--- src/rtl/store_buffer.sv ---
// store_buffer: in-order store write buffer between MEM-stage store issue and
// the data memory write port. It queues up to DEPTH stores, retires the oldest
// one per cycle unless DM stalls, and flags loads whose word matches any
// pending store so the hazard unit can hold the load until the buffer drains.
module store_buffer #(
  parameter int DEPTH = 4,
  parameter int AW    = 2
) (
  input  logic        clk,
  input  logic        Reset,
  input  logic        st_valid,
  input  logic [31:0] st_addr,
  input  logic [31:0] st_data,
  input  logic [2:0]  st_size,
  input  logic [31:0] st_pc,
  output logic        st_ready,
  input  logic        ld_req,
  input  logic [31:0] ld_addr,
  output logic        ld_conflict,
  input  logic        dm_stall,
  output logic        DMWr,
  output logic [31:0] DMAddr,
  output logic [31:0] DIN,
  output logic [2:0]  L_S_SL,
  output logic [31:0] PC,
  output logic        full,
  output logic        empty
);

  // Entry storage; contents are only meaningful inside the count window.
  logic [31:0] r_addr [DEPTH];
  logic [31:0] r_data [DEPTH];
  logic [2:0]  r_size [DEPTH];
  logic [31:0] r_pc   [DEPTH];

  logic [AW-1:0] r_wr_ptr;
  logic [AW-1:0] r_rd_ptr;
  logic [AW:0]   r_count;

  logic          w_full;
  logic          w_empty;
  logic          w_push;
  logic          w_pop;
  logic          w_conflict;
  logic [AW-1:0] w_idx;
  logic          w_unused_ld_low;

  // Word compare ignores the byte offset of the load address.
  assign w_unused_ld_low = ^ld_addr[1:0];

  assign w_full  = (r_count == (AW+1)'(DEPTH));
  assign w_empty = (r_count == '0);
  // A full buffer refuses a store even if the head retires on the same edge.
  assign w_push  = st_valid & ~w_full;
  assign w_pop   = ~w_empty & ~dm_stall;

  assign st_ready = ~w_full;
  assign full     = w_full;
  assign empty    = w_empty;

  // Head entry drives the DM write port directly; DM samples it on the pop edge.
  assign DMWr   = ~w_empty;
  assign DMAddr = r_addr[r_rd_ptr];
  assign DIN    = r_data[r_rd_ptr];
  assign L_S_SL = r_size[r_rd_ptr];
  assign PC     = r_pc[r_rd_ptr];

  // Pointer and occupancy update; Reset discards every in-flight entry.
  always_ff @(posedge clk) begin
    if (Reset) begin
      r_wr_ptr <= '0;
      r_rd_ptr <= '0;
      r_count  <= '0;
    end else begin
      if (w_push) begin
        r_wr_ptr <= r_wr_ptr + AW'(1);
      end
      if (w_pop) begin
        r_rd_ptr <= r_rd_ptr + AW'(1);
      end
      case ({w_push, w_pop})
        2'b10:   r_count <= r_count + (AW+1)'(1);
        2'b01:   r_count <= r_count - (AW+1)'(1);
        default: r_count <= r_count;
      endcase
    end
  end

  // Capture an accepted store into the tail slot.
  always_ff @(posedge clk) begin
    if (!Reset && w_push) begin
      r_addr[r_wr_ptr] <= st_addr;
      r_data[r_wr_ptr] <= st_data;
      r_size[r_wr_ptr] <= st_size;
      r_pc[r_wr_ptr]   <= st_pc;
    end
  end

  // Compare the load word against every live entry, walking from the head so
  // wrapped occupancy is handled; the head still counts while it is popping.
  always_comb begin
    w_conflict = 1'b0;
    w_idx      = '0;
    for (int i = 0; i < DEPTH; i++) begin
      w_idx = r_rd_ptr + AW'(i);
      if (((AW+1)'(i) < r_count) && (r_addr[w_idx][31:2] == ld_addr[31:2])) begin
        w_conflict = 1'b1;
      end else begin
        w_conflict = w_conflict;
      end
    end
  end

  assign ld_conflict = ld_req & w_conflict;

endmodule

--- config.mk ---
export PLATFORM = sky130hd
export DESIGN_NAME = store_buffer
export DESIGN_NICKNAME = d
export VERILOG_FILES = /design/src/rtl/store_buffer.sv
export SDC_FILE = /design/constraint.sdc
export NUM_CORES = 1
export LEC_CHECK = 0
export ABC_AREA = 1
export BUFFER_PORTS_ARGS = -buffer_cell sky130_fd_sc_hd__buf_2
export CORE_ASPECT_RATIO = 1.75
export CORE_UTILIZATION = 40
export DETAILED_ROUTE_END_ITERATION = 8
export GPL_ROUTABILITY_DRIVEN = 0
export PLACE_DENSITY = 0.54
export SYNTH_ARGS = -nofsm -noshare
export SYNTH_HDL_FRONTEND = slang
export SYNTH_SLANG_ARGS = --single-unit
--- constraint.sdc ---
create_clock -name clk -period 7.7 [get_ports clk]
set_input_delay 0.77 -clock clk [delete_from_list [all_inputs] [get_ports clk]]
set_output_delay 0.77 -clock clk [all_outputs]
set_load 0.1 [all_outputs]
==> results.yml <==
timing:
  worst_slew_pin_slew_ns: 1.17
  hold_viol_final: 0
  rsz0062_at_grt: "false"
  report.final.slew_viol_count: 0
  layout_min_cycle_time_ns: 5.31
  timing.fmax_ghz: 0.188
  max-slew-margin-rel_pct: 22.0
  setup_violations: 0
  fin_tns_setup_ns: 0
  finClkSkew_ns: 0.0209
  period_share_pct: 69.0
yosys:
  synthAdderAreaFrac_pct: 0.560
  ys_seq_area_share_pct: 60.0
  synth-compound-area-share_pct: 7.00
  avgSynthCellArea_um2: 8.77
  yosysWarnings: 0
  yosys.area_share.simple_pct: 26.8
  synth_top_family_by_area: "simple AND/OR/NAND/NOR gates"
  synthCells: 2294
  synthesis.nets: 2439
  synth_cell_type_count: 24
  netlist_area_um2: 20100
  synthMuxAreaShare_pct: 0
  synth_xor_area_share_pct: 0.479
  synth_seq_cells: 405
worst_setup_path:
  endpoint_kind: "output port"
  cp_common_cell: "nand2_1"
  crit_chain: "inv_8, buf_4, nand2_1, nand3_1, nand2_1, nand2_1, o21ai_0, nor2_1, nand2_1, nor2_1, nand2_1, inv_1, nand2_1, nand2_1, nor2_1, nor2_1, buf_2"
  slowest_delay_ns: 0.85
  cp.required_ns: 6.93
  worstPathArrival_ns: 4.54
  cp-start-kind: "flip-flop"
  cp.buffers_inverters: 4
  cp_slowest_cell: "buf_4"
  path_class: "reg2out"
  crit_family: "buffers and inverters"
  crit_fanout: 119
die:
  dieArea_um2: 51200
  rows: 108
  die_y_um: 299
  start_util_pct: 40.6
  io_pins: 240
  chipWidth_um: 172
  fp.coreArea_um2: 49600
routing:
  ant_nets: 0
  wl_um: 61600
  via_count: 16520
  dr.first_iter.drc_count: 1173
  wl_per_cell_um: 19.4
  drc: 0
  first_pass_iters: 5
  vias_per_cell: 5.21
power_and_ir_drop:
  p_per_area_nw_per_um2: 419
  p_leak_nw: 9.90
  combinationalPowerShare_pct: 51.8
  internal-power_mw: 4.55
  pwr-share-seq_pct: 27.7
  switching_power_mw: 5.13
  ir_worst_vdd_mv: 0.323
  swShare_pct: 53.0
  clkPwrFrac_pct: 20.5
clocking:
  htreeDepth: 2
  cts_inserted_buffers: 40
  numClockSinks: 405
  cts_tree: "done"
  insertion_delay_ns: 0.55
  postCtsSetupBuffers: 0
  cts-root-buf: "clkbuf_16"
  holdBufCountCts: 0
  cts.clk_slew.worst_paths_ns: 0.06
  ctsResizeCount: 0
  cts_buffer_depth: 3
grt:
  grt_pass1_wl_um: 92000
  grt_antenna_before_repair: 12
  grt_max_degree: 120
  gr-total-overflow: 0
  grt_usage_pct: 24.2
  grt_pass1_vias: 15935
job:
  max_cap_viol_count: 0
place:
  dp_hpwl_um: 39300
  io_buffers: 237
  placed_cell_area_um2: 21800
min_path:
  hold_path.class: "in2reg"
status:
  status: "finished clean"
layout:
  mostFrequentLayoutCells: "969 x nand2_1, 396 x edfxtp_1, 237 x buf_2, 195 x nor2_1, 177 x o21ai_0"
  drive_gt1_share_pct: 13.4
  final_common_cell: "nand2_1"
  fin_nets: 2625
  final_design_area_no_fill_um2: 23100
  syn2layout_area_growth_pct: 14.9
[power groups by stage]
stage,Combinational [mW],Sequential [mW],Clock (mW)
global placement,4.99,2.73,0
finish,5.02,2.68,1.99
detailed placement,5.02,2.73,0
CTS,5.04,2.68,2.04
global route,5.38,2.70,2.11
floorplan,4.04,2.62,0
[cells in the mapped netlist]
| master | n | area [um2] |
|---|---|---|
| o22ai_1 | 69 | 432 |
| buf_1 | 6 | 22.5 |
| ha_1 | 9 | 113 |
| nand2_2 | 1 | 6.26 |
| nor2_1 | 199 | 747 |
| xor2_1 | 11 | 96.3 |
| or2_2 | 1 | 6.26 |
| inv_2 | 4 | 15.0 |
| buf_4 | 13 | 97.6 |
| o21ai_0 | 177 | 886 |
| nand2_8 | 1 | 20.0 |
| edfxtp_1 | 396 | 11900 |
| nand2_4 | 1 | 11.3 |
| clkbuf_1 | 51 | 191 |
| a21oi_1 | 11 | 55.1 |
| dfxtp_1 | 9 | 180 |
| nor3_1 | 1 | 5.00 |
| nand3_1 | 175 | 876 |
| o21ai_1 | 7 | 35.0 |
| buf_6 | 4 | 45.0 |
| nand2_1 | 969 | 3640 |
| inv_1 | 128 | 480 |
| nand4_1 | 13 | 81.3 |
| buf_2 | 38 | 190 |
[metal layers]
layer	GRT usage [%]	vias to the layer above	wire length (um)
met4	13.9	20	3760
met5	0	-	138
met1	26.2	7790	22500
met2	42.6	542	31000
met3	5.71	156	4240
li1	-	8012	-
[metrics by stage]
step | instances | total power [mW] | hold slack (ns) | worst slack (ns) | util (%)
floorplan | 2294 | 6.66 | 0.490 | 1.29 | -
detailed placement | 3098 | 7.75 | 0.536 | 2.95 | 43.9
global route | 3172 | 10.2 | 0.403 | 2.02 | 46.6
CTS | 3171 | 9.76 | 0.388 | 2.33 | 46.6
global placement | 3098 | 7.71 | 0.515 | 2.96 | 43.9
finish | 3173 | 9.69 | 0.419 | 2.39 | 46.6
[kinds of logic (layout without fill, tap and decap cells)]
family,Yosys count,in the layout
buffers and inverters,244,461
adders and majority gates,9,9
AOI/OAI and AO/OA,264,264
xor gates and xnor gates,11,11
DFF,405,405
and+or+nand+nor,1361,1361
other,0,2
[worst reg2reg max path: stages (launching register included)]
cell and delay, ns:
dfxtp_1 0.43, inv_1 0.11, ha_1 0.22, nand2_1 0.12
nand3_1 0.31, nor2_4 0.96, buf_4 0.77
[registers in the layout, summed over array words and instances (netlist names), named ones only]
| register | count |
|---|---|
| r_data | 128 |
| r_rd_ptr | 2 |
| r_addr | 128 |
| r_size | 12 |
| r_wr_ptr | 2 |
| r_count | 3 |
| r_pc | 128 |
[final cells by class]
type / count / area (um2)
fill: 4769 / 26500
sequential: 405 / 12100
multi-input combinational: 1645 / 7040
timing repair buffer: 256 / 1330
clock buffer: 44 / 1040
tap: 660 / 826
inverter: 132 / 505
clock inverter: 29 / 305
antenna: 2 / 5.00
[path summary, 6_finish.rpt]
| kind | startpoint | endpoint | slack [ns] | depth (start not counted) |
|---|---|---|---|---|
| setup / recovery | flip-flop | ld_conflict | 2.39 | 17 |
| hold / removal | Reset | r_count[0]$_SDFFE_PP0P_ | 0.42 | 2 |
| setup reg to reg | r_count[0]$_SDFFE_PP0P_ | r_addr[0][25]$_DFFE_PP_ | 4.39 | 6 |
| hold reg to reg | r_wr_ptr[1]$_SDFFE_PP0P_ | r_wr_ptr[1]$_SDFFE_PP0P_ | 0.54 | 2 |
No activity file was read; power rests on OpenSTA's default activity.
